File: src/rtl/cache_control_if.sv
// Bus between the L1 cache controller and its datapath / physical-memory port.
// The controller drives the master side; the datapath and memory model form the slave side.
interface cache_control_if;
    logic mem_read;
    logic mem_write;
    logic miss;
    logic dirty;
    logic evict;
    logic read;
    logic commit;
    logic pmem_read;
    logic pmem_write;
    logic pmem_resp;

    modport master (
        input  mem_read,
        input  mem_write,
        input  miss,
        input  dirty,
        input  pmem_resp,
        output evict,
        output read,
        output commit,
        output pmem_read,
        output pmem_write
    );

    modport slave (
        output mem_read,
        output mem_write,
        output miss,
        output dirty,
        output pmem_resp,
        input  evict,
        input  read,
        input  commit,
        input  pmem_read,
        input  pmem_write
    );
endinterface

File: src/rtl/cache_control.sv
// Miss sequencer for a 2-way set-associative L1: writes back dirty victims, fills lines,
// and keeps saturating hit / miss / writeback counters.
module cache_control #(
    parameter int unsigned CNT_W = 32
) (
    input  logic               clk,
    input  logic               rst,
    cache_control_if.master    bus,
    input  logic               clr_stats_i,
    output logic               busy_o,
    output logic [CNT_W-1:0]   hit_count_o,
    output logic [CNT_W-1:0]   miss_count_o,
    output logic [CNT_W-1:0]   wb_count_o
);

    localparam logic [1:0] IDLE      = 2'd0;
    localparam logic [1:0] WRITEBACK = 2'd1;
    localparam logic [1:0] FILL      = 2'd2;

    logic [1:0]       state_q, state_d;
    logic             replay_q, replay_d;
    logic [CNT_W-1:0] hit_q, hit_d;
    logic [CNT_W-1:0] miss_q, miss_d;
    logic [CNT_W-1:0] wb_q, wb_d;

    logic in_idle;
    logic access;
    logic hit_inc;
    logic miss_inc;
    logic wb_inc;

    function automatic logic [CNT_W-1:0] sat_inc(input logic [CNT_W-1:0] v);
        return (&v) ? v : v + CNT_W'(1);
    endfunction

    assign in_idle  = (state_q == IDLE);
    assign access   = bus.mem_read | bus.mem_write;
    // The first IDLE cycle after a fill is the re-presented access, not a hit.
    assign hit_inc  = in_idle && access && !bus.miss && !replay_q;
    assign miss_inc = in_idle && bus.miss;
    assign wb_inc   = (state_q == WRITEBACK) && bus.pmem_resp;

    // NOTE: every signal assigned in always_comb gets a default first so no latch is inferred.
    always_comb begin
        state_d  = state_q;
        replay_d = replay_q;
        unique case (state_q)
            IDLE: begin
                replay_d = 1'b0;
                if (bus.miss) begin
                    state_d = bus.dirty ? WRITEBACK : FILL;
                end
            end
            WRITEBACK: begin
                if (bus.pmem_resp) begin
                    state_d = FILL;
                end
            end
            FILL: begin
                if (bus.pmem_resp) begin
                    state_d  = IDLE;
                    replay_d = 1'b1;
                end
            end
            default: begin
                state_d = IDLE;
            end
        endcase
    end

    always_comb begin
        hit_d  = hit_q;
        miss_d = miss_q;
        wb_d   = wb_q;
        if (clr_stats_i) begin
            hit_d  = '0;
            miss_d = '0;
            wb_d   = '0;
        end else begin
            if (hit_inc)  hit_d  = sat_inc(hit_q);
            if (miss_inc) miss_d = sat_inc(miss_q);
            if (wb_inc)   wb_d   = sat_inc(wb_q);
        end
    end

    // NOTE: sequential state uses non-blocking assignments so all registers update together.
    always_ff @(posedge clk or posedge rst) begin
        if (rst) begin
            state_q  <= IDLE;
            replay_q <= 1'b0;
            hit_q    <= '0;
            miss_q   <= '0;
            wb_q     <= '0;
        end else begin
            state_q  <= state_d;
            replay_q <= replay_d;
            hit_q    <= hit_d;
            miss_q   <= miss_d;
            wb_q     <= wb_d;
        end
    end

    // Outputs decode straight from state, so an async reset drops them immediately.
    assign bus.evict      = (state_q == WRITEBACK);
    assign bus.pmem_write = (state_q == WRITEBACK);
    assign bus.read       = (state_q == FILL);
    assign bus.pmem_read  = (state_q == FILL);
    assign bus.commit     = (state_q == FILL) && bus.pmem_resp;
    assign busy_o         = !in_idle;

    assign hit_count_o  = hit_q;
    assign miss_count_o = miss_q;
    assign wb_count_o   = wb_q;

endmodule
File: src/flat_wrapper.sv
// flat-port wrapper written by rule: the top's interface ports become plain ports
module cache_control_flat 
#(
    parameter int unsigned CNT_W = 32
)
  (clk, rst, clr_stats_i, busy_o, hit_count_o, miss_count_o, wb_count_o, bus_mem_read, bus_mem_write, bus_miss, bus_dirty, bus_pmem_resp, bus_evict, bus_read, bus_commit, bus_pmem_read, bus_pmem_write);
  cache_control_if bus_i ();
  input  logic clk;
  input  logic rst;
  input  logic clr_stats_i;
  output logic busy_o;
  output logic [CNT_W-1:0] hit_count_o;
  output logic [CNT_W-1:0] miss_count_o;
  output logic [CNT_W-1:0] wb_count_o;
  input wire logic [$bits(bus_i.mem_read)-1:0] bus_mem_read;
  input wire logic [$bits(bus_i.mem_write)-1:0] bus_mem_write;
  input wire logic [$bits(bus_i.miss)-1:0] bus_miss;
  input wire logic [$bits(bus_i.dirty)-1:0] bus_dirty;
  input wire logic [$bits(bus_i.pmem_resp)-1:0] bus_pmem_resp;
  output wire logic [$bits(bus_i.evict)-1:0] bus_evict;
  output wire logic [$bits(bus_i.read)-1:0] bus_read;
  output wire logic [$bits(bus_i.commit)-1:0] bus_commit;
  output wire logic [$bits(bus_i.pmem_read)-1:0] bus_pmem_read;
  output wire logic [$bits(bus_i.pmem_write)-1:0] bus_pmem_write;
  assign bus_i.mem_read = bus_mem_read;
  assign bus_i.mem_write = bus_mem_write;
  assign bus_i.miss = bus_miss;
  assign bus_i.dirty = bus_dirty;
  assign bus_i.pmem_resp = bus_pmem_resp;
  assign bus_evict = bus_i.evict;
  assign bus_read = bus_i.read;
  assign bus_commit = bus_i.commit;
  assign bus_pmem_read = bus_i.pmem_read;
  assign bus_pmem_write = bus_i.pmem_write;
  cache_control #(.CNT_W(CNT_W)) u_core (.clk(clk), .rst(rst), .bus(bus_i), .clr_stats_i(clr_stats_i), .busy_o(busy_o), .hit_count_o(hit_count_o), .miss_count_o(miss_count_o), .wb_count_o(wb_count_o));
endmodule
File: config.mk
export PLATFORM = sky130hd
export DESIGN_NAME = cache_control_flat
export DESIGN_NICKNAME = d
export VERILOG_FILES = /design/src/rtl/cache_control_if.sv /design/src/rtl/cache_control.sv /design/src/flat_wrapper.sv
export SDC_FILE = /design/constraint.sdc
export NUM_CORES = 1
export LEC_CHECK = 0
export CAP_MARGIN = 20
export CORE_ASPECT_RATIO = 0.75
export CORE_UTILIZATION = 52
export DETAILED_ROUTE_END_ITERATION = 7
export GPL_TIMING_DRIVEN = 0
export PLACE_DENSITY_LB_ADDON = 0.08
export SKIP_CTS_REPAIR_TIMING = 1
export SLEW_MARGIN = 10
export SYNTH_ARGS = -nofsm -noshare
export SYNTH_HDL_FRONTEND = slang
export SYNTH_SLANG_ARGS = --single-unit
File: constraint.sdc
create_clock -name clk -period 4.15 [get_ports clk]
set_clock_uncertainty 0.1 [all_clocks]
set_input_delay 0.83 -clock clk [delete_from_list [all_inputs] [get_ports clk]]
set_output_delay 0.83 -clock clk [all_outputs]
set_load 0.05 [all_outputs]
==> summary.md, run 1 <==
| Metric | Value |
|---|---|
| Starting density of the core | 53.8% |
| Largest net degree at the start of global routing | 52 |
| Multiplexer share of the synthesized area | 1.57% |
| Status | finished, final reports clean |
| Clock buffer depth | 2 |
| XOR/XNOR share of the synthesized area | 0.784% |
| Cell area power density | 318 nW/um^2 |
| Detailed Route WL | 16.1 mm |
| Initial antenna violation count | 0 |
| Fin. Hold Viols | 0 |
| Utilization after layout | 69.0% |
| Required @ worst endpoint | 3.22 ns |
| Syn avg cell area | 9.00 sq um |
| Internal | 1.55 mW |
| Synth top area share | 44.4% |
| Synth Net Count | 631 |
| DRC violations left | 0 |
| Die X | 122 um |
| Crit Path Class | input pin to output pin |
| Netlist cell types | 45 |
| H-tree Lvls | 3 |
| Area contributors post-synth | dfrtp_1 (44%), a21oi_1 (7.3%), or3_1 (5.7%) |
| Clock Sinks | 99 |
| Share of cells above drive strength 1 | 6.84% |
| Clk pwr share | 35.8% |
| Via count | 5705 |
| Gp weighted congestion | 0.942 |
| CTS buffer count | 9 |
| Rel. slew slack | 45.8% |
| Final #Nets | 752 |
| Area Growth Syn to Fin | 28.2% |
| Area leader, netlist | dfrtp_1 |
| Max Cap Viol | 0 |
| CTS clock-pin slew for the worst setup and hold paths | 0.06 ns |
| Clock latency on the worst-skew pair | 0.35 ns |
| Logic pwr share | 19.7% |
| Sequential area share after synthesis | 44.4% |
| Leak pwr | 2.53 nW |
| Vias in the first global route | 5144 |
| Mapped Cells | 620 |
| Commonest non-fill, non-tap cell in the layout | clkdlybuf4s50_1 |
| DR WL/cell | 18.3 um |
| Compound-cell area share of the yosys netlist | 18.1% |
| Detailed-route vias per instance | 6.47 |
| IR drop worst, VDD | 0.323 mV |
| Simple logic cell fraction of the synthesized area | 29.7% |
| HPWL Detailed | 11.4 mm |
| Yosys Warn Count | 0 |
| Core area | 10400 sq um |
| Final min period | 3.40 ns |
| Post-DRT Antenna Nets | 0 |
| Adder-Cell Fraction of Synth Area | 0.672% |
| CTS tree | done |
| Period utilisation layout | 82.0% |
| First-pass GRT wire length | 26.6 mm |
| P_sw | 0.718 mW |
| Clock Tree Root | clkbuf_16 |
| DR pass1 iterations | 5 |
| Switching share of power | 31.6% |
| Total die area | 11200 sq um |
| Diode count | 0 |
| Share of synthesized flip-flops with an asynchronous set or reset | 100% |
| Overflow after GRT | 0 |
| Initial DRC Count | 588 |
| Critical Path AT | 2.47 ns |
| Worst Setup End Kind | output pin |
| Die Y | 91.7 um |
| Top_reg_cell synth | dfrtp_1 |
| Most frequent cells in the layout | clkdlybuf4s50_1 (109), dfrtp_1 (99), a21oi_1 (81), or3_1 (51), o21ai_0 (49) |
| Flop pwr share | 44.6% |
| RSZ-0062 raised after global routing | no |
| Number of port buffers | 109 |
| Standard-cell rows | 32 |
| Total power | 2.27 mW |
| Final Setup Violations | 0 |
| Main combinational cell family by area after synthesis | simple AND/OR/NAND/NOR gates |
| CP max FO | 3 |
| Post-synth design cell area | 5580 sq um |
| CP Launch Type | input pin |
| Slew Limit Fails | 0 |
| Worst hold path class | flip-flop to flip-flop |
| Post-synth EDFFs | 0 |
| Total Routing Usage GR | 30.1% |
| Yosys reg bits | 99 |
| Fmax | 294 MHz |
| Final TNS setup | 0 ns |
| # IOs | 110 |
| Worst-Margin Slew | 0.806 ns |
[critical path: stages]
cell and delay (ns):
clkdlybuf4s50_1 0.51, nand2_1 0.09, nor2_1 0.20, clkdlybuf4s50_1 0.85
[per-layer routing]
metal / vias to the layer above / part of all wire, % / GRT usage, % / routed length [um]
met5: - / 0 / 0 / 0
met4: 0 / 1.0 / 5.86 / 164
li1: 2620 / - / - / -
met3: 25 / 7.7 / 6.84 / 1240
met2: 268 / 46 / 45.4 / 7460
met1: 2792 / 45 / 44.3 / 7280
[registers in the layout, summed over array words and instances (netlist names)]
register	count
u_core.wb_count_o	32
u_core.replay_q	1
u_core.miss_count_o	32
u_core.hit_count_o	32
u_core.state_q	2
[cell type report]
cell class / instances / area (sq um)
Clock inverter: 5 / 38.8
Clock buffer: 11 / 243
Timing Repair Buffer: 110 / 1120
Buffer: 36 / 214
Fill cell: 822 / 3210
Inverter: 14 / 55.1
Tap cell: 136 / 170
Multi-Input combinational cell: 471 / 2840
Sequential cell: 99 / 2480
[power groups by stage]
stage	clock network [mW]	logic [mW]	registers, mW
2_1_floorplan	0	0.273	1.05
3_3_place_gp	0	0.435	1.03
3_5_place_dp	0	0.446	1.03
4_1_cts	0.820	0.447	1.01
5_1_grt	0.861	0.474	1.02
6_report	0.813	0.447	1.01
[cell usage after synthesis, types with 4 or more instances]
cell,count
a21oi_1,81
and3_1,9
and4_1,8
buf_6,9
clkbuf_1,22
dfrtp_1,99
inv_1,14
mux2_2,6
nand2_1,34
nand3_1,34
nand3b_1,5
nand4_1,36
nor2_1,32
nor2b_1,7
nor3_1,4
nor4_1,10
o21ai_0,49
o31ai_1,31
or3_1,51
or4_1,35
xor2_1,5
[metrics by stage]
stage	instance area (sq um)	hold slack (ns)	setup slack [ns]	cells
floorplan	5580	0.351	0.630	620
global placement	6840	0.360	-0.933	865
detailed placement	6870	0.378	0.765	866
CTS	7160	0.389	0.764	882
global route	7160	0.403	0.722	882
finish	7160	0.388	0.749	882
[kinds of logic after synthesis]
kind of cell / count (synthesis)
compound gates: 173
xor+xnor: 5
fa+ha+maj: 3
buf+inv: 50
flops: 99
mux: 8
simple gates: 282
[path summary, 6_finish.rpt]
check | from | endpoint | slack, ns | cells past startpoint
max | bus_pmem_resp | bus_commit | 0.75 | 4
min | u_core.replay_q | u_core.replay_q | 0.39 | 1
max reg2reg | u_core.hit_count_o[0] | u_core.hit_count_o[17] | 1.05 | 10
min reg2reg | u_core.replay_q | u_core.replay_q | 0.39 | 1
max in group asynchronous | rst | u_core.miss_count_o[22] | 2.46 | 3
min in group asynchronous | rst | u_core.hit_count_o[14] | 0.81 | 2
Note: power is estimated with default switching activity, not from simulation.
==> inputs of run 2 (changes only) <==
--- a/config.mk
+++ b/config.mk
@@ -7,7 +7,7 @@
 export LEC_CHECK = 0
 export CAP_MARGIN = 20
 export CORE_ASPECT_RATIO = 0.75
-export CORE_UTILIZATION = 52
+export CORE_UTILIZATION = 47
 export DETAILED_ROUTE_END_ITERATION = 7
 export GPL_TIMING_DRIVEN = 0
 export PLACE_DENSITY_LB_ADDON = 0.08
==> constraint.sdc (replaced) <==
create_clock -name clk -period 2.9 [get_ports clk]
set_clock_uncertainty 0.1 [all_clocks]
set_input_delay 0.58 -clock clk [delete_from_list [all_inputs] [get_ports clk]]
set_output_delay 0.58 -clock clk [all_outputs]
set_load 0.05 [all_outputs]
==> run 2 against run 1 <==
Net effect: final cell count grew 3.1%; sequential share of layout area shrank 0.50 points; via count shrank 2.3%; non-clock buffer count grew 1; worst setup slack lost 0.59 ns; count of clock-buffer cells in the layout shrank 1; total power grew 46%; global-route usage shrank 3.4 points; flip-flop and latch count is the same; critical endpoint is now u_core.miss_count_o[1]; largest cell class unchanged; highest routed layer unchanged.
==> summary.md, run 2 (synthesis gave the netlist of run 1 again) <==
| Metric | Value |
|---|---|
| Period utilisation layout | 94.5% |
| Flop pwr share | 43.7% (was 44.6%) |
| Rel. slew slack | 49.5% (was 45.8%) |
| Via count | 5572 (was 5705) |
| Detailed Route WL | 16.0 mm (was 16.1 mm) |
| Post-DRT Antenna Nets | 0 (unchanged) |
| CP most frequent cell | buf_6 (was clkdlybuf4s50_1) |
| CTS tree | done (unchanged) |
| Slowest cell on the critical path | or4_1 (was clkdlybuf4s50_1) |
| Clock Tree Root | clkbuf_16 (unchanged) |
| Fmax | 365 MHz |
| Utilization after layout | 62.7% (was 69.0%) |
| Post-DP Area | 6950 sq um (was 6870 sq um) |
| Most frequent cells in the layout | clkdlybuf4s50_1 (108), dfrtp_1 (99), a21oi_1 (81), or3_1 (51), o21ai_0 (49) (was clkdlybuf4s50_1 (109), dfrtp_1 (99), a21oi_1 (81), or3_1 (51), o21ai_0 (49)) |
| Gp weighted congestion | 0.918 (was 0.942) |
| Largest net degree at the start of global routing | 38 (was 52) |
| Crit-path max cell delay | 0.58 ns (was 0.85 ns) |
| Number of port buffers | 109 (unchanged) |
| # IOs | 110 (unchanged) |
| CP Launch Type | flip-flop (was input pin) |
| Leak pwr | 2.59 nW (was 2.53 nW) |
| CTS buffer count | 9 (unchanged) |
| Clock latency on the worst-skew pair | 0.35 ns (about the same) |
| Worst hold path class | flip-flop to flip-flop (unchanged) |
| Clock Sinks | 99 (unchanged) |
| CTS clock-pin slew for the worst setup and hold paths | 0.06 ns (about the same) |
| First-pass GRT wire length | 25.7 mm (was 26.6 mm) |
| Crit-path cells | ha_1, nand3_1, or4_1, o31ai_4, buf_6, buf_6, mux2i_1, nor2_1 (was clkdlybuf4s50_1, nand2_1, nor2_1, clkdlybuf4s50_1) |
| CP max FO | 10 (was 3) |
| Logic pwr share | 19.4% (was 19.7%) |
| Detailed-route vias per instance | 6.13 (was 6.47) |
| Die X | 128 um (was 122 um) |
| Final min period | 2.74 ns |
| Critical Path AT | 2.84 ns (was 2.47 ns) |
| Vias in the first global route | 5208 (was 5144) |
| Initial DRC Count | 474 (was 588) |
| IR drop worst, VDD | 0.285 mV (was 0.323 mV) |
| Overflow after GRT | 0 (unchanged) |
| Diode count | 0 (unchanged) |
| Switching share of power | 30.3% (was 31.6%) |
| H-tree Lvls | 3 (unchanged) |
| R2R cell count | 8 (was 10) |
| Slew Limit Fails | 0 (unchanged) |
| RSZ-0062 raised after global routing | no (unchanged) |
| HPWL Detailed | 11.6 mm (was 11.4 mm) |
| Commonest non-fill, non-tap cell in the layout | clkdlybuf4s50_1 (unchanged) |
| Worst Hold Depth | 1 (unchanged) |
| DR pass1 iterations | 7 (was 5) |
| Internal | 2.31 mW (was 1.55 mW) |
| Post-route cell area | 7260 sq um (was 7160 sq um) |
| Clock buffer depth | 2 (unchanged) |
| Total power | 3.32 mW (was 2.27 mW) |
| DRC violations left | 0 (unchanged) |
| Worst Setup End Kind | flip-flop (was output pin) |
| Total die area | 12300 sq um (was 11200 sq um) |
| Worst-Margin Slew | 0.751 ns (was 0.806 ns) |
| Area Growth Syn to Fin | 30.1% (was 28.2%) |
| Starting density of the core | 48.2% (was 53.8%) |
| Final Setup Violations | 0 (unchanged) |
| Standard-cell rows | 34 (was 32) |
| Required @ worst endpoint | 3.00 ns (was 3.22 ns) |
| Clk pwr share | 36.9% (was 35.8%) |
| Final TNS setup | 0 ns (unchanged) |
| Final #Nets | 753 (was 752) |
| P_sw | 1.00 mW (was 0.718 mW) |
| Cell area power density | 457 nW/um^2 (was 318 nW/um^2) |
| Total Routing Usage GR | 26.7% (was 30.1%) |
| Die Y | 96.4 um (was 91.7 um) |
| Fin. Hold Viols | 0 (unchanged) |
| Max Cap Viol | 0 (unchanged) |
| Crit Path Class | flip-flop to flip-flop (was input pin to output pin) |
| Share of cells above drive strength 1 | 7.63% (was 6.84%) |
| DR WL/cell | 17.6 um (was 18.3 um) |
| Initial antenna violation count | 0 (unchanged) |
| Core area | 11600 sq um (was 10400 sq um) |
| Status | finished, final reports clean (unchanged) |
==> run 2: layer usage <==
metal	global-route usage (%)	up-vias	part of all wire, %
met3	6.94	18	7.4
met5	0	-	0
met2	42.2	232	46
li1	-	2618	-
met1	36.7	2704	46
met4	6.67	0	1.0
==> run 2: area by class of cell <==
type / instances / area, sq um
repair buffers: 112 / 1160
inverters: 14 / 56.3
clock inverters: 6 / 65.1
plain buffers: 35 / 211
clock buffers: 10 / 239
multi-input cells: 471 / 2850
well taps: 162 / 203
flip-flops and latches: 99 / 2480
fillers: 1000 / 4310
==> run 2: stage by stage <==
step	hold WS (ns)	instances	worst slack, ns
finish	0.383	909	0.158
CTS	0.382	910	-0.141
detailed placement	0.367	894	-0.116
global route	0.438	909	0.0236
floorplan	0.351	620	0.153
global placement	0.363	891	-0.0930
==> run 2: worst paths after layout <==
kind	from	to	slack, ns
max in group asynchronous	rst	u_core.miss_count_o[20]	1.67
min reg2reg	u_core.replay_q	u_core.replay_q	0.38
max	u_core.miss_count_o[0]	u_core.miss_count_o[1]	0.16
min in group asynchronous	rst	u_core.hit_count_o[17]	0.50
min	u_core.replay_q	u_core.replay_q	0.38
max reg2reg	u_core.miss_count_o[0]	u_core.miss_count_o[1]	0.16
==> run 2: power by group through the flow <==
stage | sequential (mW) | combinational (mW) | clock, mW
after floorplan | 1.51 | 0.391 | 0
after global placement | 1.47 | 0.625 | 0
after detailed placement | 1.48 | 0.644 | 0
after CTS | 1.45 | 0.646 | 1.25
after global routing | 1.46 | 0.682 | 1.30
final | 1.45 | 0.643 | 1.23
==> run 2: worst max-delay path, delay by kind of cell (launching register included) <==
kind                     cells  cell delay [ns]
multiplexers                 1             0.18
AND/OR/NAND/NOR              3             0.84
flip-flops                   1             0.43
adder cells (fa/ha/maj)      1             0.22
AO/OA/AOI/OAI                1             0.44
buffers and inverters        2             0.38
==> inputs of run 3 (changes only) <==
--- a/config.mk
+++ b/config.mk
@@ -7,7 +7,7 @@
 export LEC_CHECK = 0
 export CAP_MARGIN = 20
 export CORE_ASPECT_RATIO = 0.75
-export CORE_UTILIZATION = 47
+export CORE_UTILIZATION = 52
 export DETAILED_ROUTE_END_ITERATION = 7
 export GPL_TIMING_DRIVEN = 0
 export PLACE_DENSITY_LB_ADDON = 0.08
==> constraint.sdc (replaced) <==
create_clock -name clk -period 2.7 [get_ports clk]
set_clock_uncertainty 0.1 [all_clocks]
set_input_delay 0.54 -clock clk [delete_from_list [all_inputs] [get_ports clk]]
set_output_delay 0.54 -clock clk [all_outputs]
set_load 0.05 [all_outputs]
==> run 3 against run 2 <==
Net effect: global-route usage is 2.7 points higher; count of clock-buffer cells in the layout rose by 1; die area is 9.4% lower; non-clock buffer count is 10 higher; combinational power increased by 9.5%; register-to-register slack got worse by 0.04 ns; sequential share of layout area fell by 0.21 points; via count grew 3.6%; final area is 0.76% higher; largest cell class unchanged.
==> summary.md, run 3 (synthesis gave the netlist of run 1 again) <==
| Metric | Value |
|---|---|
| Number of port buffers | 109 (unchanged) |
| Period utilisation layout | 97.9% |
| Clock latency on the worst-skew pair | 0.35 ns (about the same) |
| Worst hold path class | flip-flop to flip-flop (unchanged) |
| Crit path launch | bus_miss (was u_core.miss_count_o[0]) |
| Rel. slew slack | 59.3% (was 49.5%) |
| DRC violations left | 0 (unchanged) |
| CTS tree | done (unchanged) |
| Post-route setup slack | 0.0574 ns (was 0.158 ns) |
| Required @ worst endpoint | 2.84 ns (was 3.00 ns) |
| Dpl ws | -0.256 ns (was -0.116 ns) |
| CTS clock-pin slew for the worst setup and hold paths | 0.07 ns (was 0.06 ns) |
| Starting density of the core | 53.8% (was 48.2%) |
| DR pass1 iterations | 5 (was 7) |
| Detailed Route WL | 16.2 mm (was 16.0 mm) |
| Clock Sinks | 99 (unchanged) |
| Die Y | 91.7 um (was 96.4 um) |
| Total die area | 11200 sq um (was 12300 sq um) |
| First-pass GRT wire length | 25.7 mm (about the same) |
| Core area | 10400 sq um (was 11600 sq um) |
| Critical Path AT | 2.78 ns (was 2.84 ns) |
| IR drop worst, VDD | 0.490 mV (was 0.285 mV) |
| Gp weighted congestion | 0.866 (was 0.918) |
| # IOs | 110 (unchanged) |
| P_sw | 1.09 mW (was 1.00 mW) |
| CP Launch Type | input pin (was flip-flop) |
| Area Growth Syn to Fin | 31.0% (was 30.1%) |
| Post-DRT Antenna Nets | 0 (unchanged) |
| Crit Path Class | input pin to flip-flop (was flip-flop to flip-flop) |
| Overflow after GRT | 0 (unchanged) |
| Logic pwr share | 19.6% (was 19.4%) |
| Total Routing Usage GR | 29.4% (was 26.7%) |
| Initial DRC Count | 527 (was 474) |
| Fin. Hold Viols | 0 (unchanged) |
| R2R cell count | 7 (was 8) |
| H-tree Lvls | 3 (unchanged) |
| Max Cap Viol | 0 (unchanged) |
| Worst-Margin Slew | 0.610 ns (was 0.751 ns) |
| Cell area power density | 491 nW/um^2 (was 457 nW/um^2) |
| Fmax | 378 MHz |
| Internal | 2.51 mW (was 2.31 mW) |
| Vias in the first global route | 5223 (was 5208) |
| Most frequent cells in the layout | clkdlybuf4s50_1 (108), dfrtp_1 (96), a21oi_1 (81), or3_1 (51), o21ai_0 (49) (was clkdlybuf4s50_1 (108), dfrtp_1 (99), a21oi_1 (81), or3_1 (51), o21ai_0 (49)) |
| Die X | 122 um (was 128 um) |
| Commonest non-fill, non-tap cell in the layout | clkdlybuf4s50_1 (unchanged) |
| Clk pwr share | 37.0% (was 36.9%) |
| Clock Tree Root | clkbuf_16 (unchanged) |
| Clock buffer depth | 2 (unchanged) |
| Largest net degree at the start of global routing | 33 (was 38) |
| Final Setup Violations | 0 (unchanged) |
| Final #Nets | 763 (was 753) |
| Detailed-route vias per instance | 6.46 (was 6.13) |
| Standard-cell rows | 32 (was 34) |
| Total power | 3.59 mW (was 3.32 mW) |
| Switching share of power | 30.3% (about the same) |
| Worst setup path endpoint | u_core.hit_count_o[10] (was u_core.miss_count_o[1]) |
| FF-to-FF setup slack | 0.12 ns (was 0.16 ns) |
| Share of cells above drive strength 1 | 9.11% (was 7.63%) |
| Status | finished, final reports clean (unchanged) |
| Diode count | 0 (unchanged) |
| Final min period | 2.64 ns |
| CP max FO | 10 (unchanged) |
| Initial antenna violation count | 0 (unchanged) |
| Leak pwr | 2.63 nW (was 2.59 nW) |
| Worst Setup End Kind | flip-flop (unchanged) |
| Reg-to-Reg Start | u_core.hit_count_o[2] (was u_core.miss_count_o[0]) |
| Slew Limit Fails | 0 (unchanged) |
| Via count | 5770 (was 5572) |
| CTS buffer count | 9 (unchanged) |
| Final TNS setup | 0 ns (unchanged) |
| Flop pwr share | 43.4% (was 43.7%) |
| DR WL/cell | 18.2 um (was 17.6 um) |
| HPWL Detailed | 11.5 mm (was 11.6 mm) |
| Worst R2R End | u_core.hit_count_o[10] (was u_core.miss_count_o[1]) |
[run 3: power by group through the flow]
stage,Combinational (mW),Sequential [mW],Clock (mW)
2_1_floorplan,0.420,1.62,0
3_3_place_gp,0.661,1.58,0
3_5_place_dp,0.683,1.59,0
4_1_cts,0.687,1.56,1.36
5_1_grt,0.744,1.56,1.41
6_report,0.704,1.56,1.33
[run 3: layer usage]
layer  track usage [%]  vias to the layer above  wire, um
met5                 0                        -         0
met4              8.33                        0       191
met3              6.34                       18      1330
met2              44.5                      282      7440
met1              42.2                     2819      7270
li1                  -                     2651         -
[run 3: how the worst min path moves through the flow]
stage | start | end | cells past startpoint
after global routing | u_core.replay_q | u_core.replay_q | 1
after floorplan | u_core.replay_q | u_core.replay_q | 1
after detailed placement | u_core.replay_q | u_core.replay_q | 1
final | u_core.replay_q | u_core.replay_q | 1
after CTS | u_core.replay_q | u_core.replay_q | 1
after global placement | u_core.replay_q | u_core.replay_q | 1
[run 3: worst max-delay path, cell delays in order]
cell and delay [ns]:
clkdlybuf4s50_1 0.45, or4_4 0.50, or2_4 0.27, clkbuf_1 0.24
nor4_1 0.41, mux2_2 0.38
[run 3: final cells by class]
cell class,instances,area [sq um]
clock buffer,11,243
clock inverter,5,61.3
inverter,14,56.3
buffer,35,211
multi-input combinational,471,2860
timing repair buffer,122,1240
tap,136,170
sequential,99,2480
fill,830,3050
[run 3: stage by stage]
step | area (sq um) | hold slack (ns) | instances | utilization, %
2_1_floorplan | 5590 | 0.351 | 620 | -
3_3_place_gp | 6850 | 0.371 | 865 | 66.1
3_5_place_dp | 6920 | 0.383 | 868 | 66.7
4_1_cts | 7220 | 0.398 | 884 | 69.7
5_1_grt | 7320 | 0.410 | 893 | 70.5
6_report | 7320 | 0.412 | 893 | 70.5
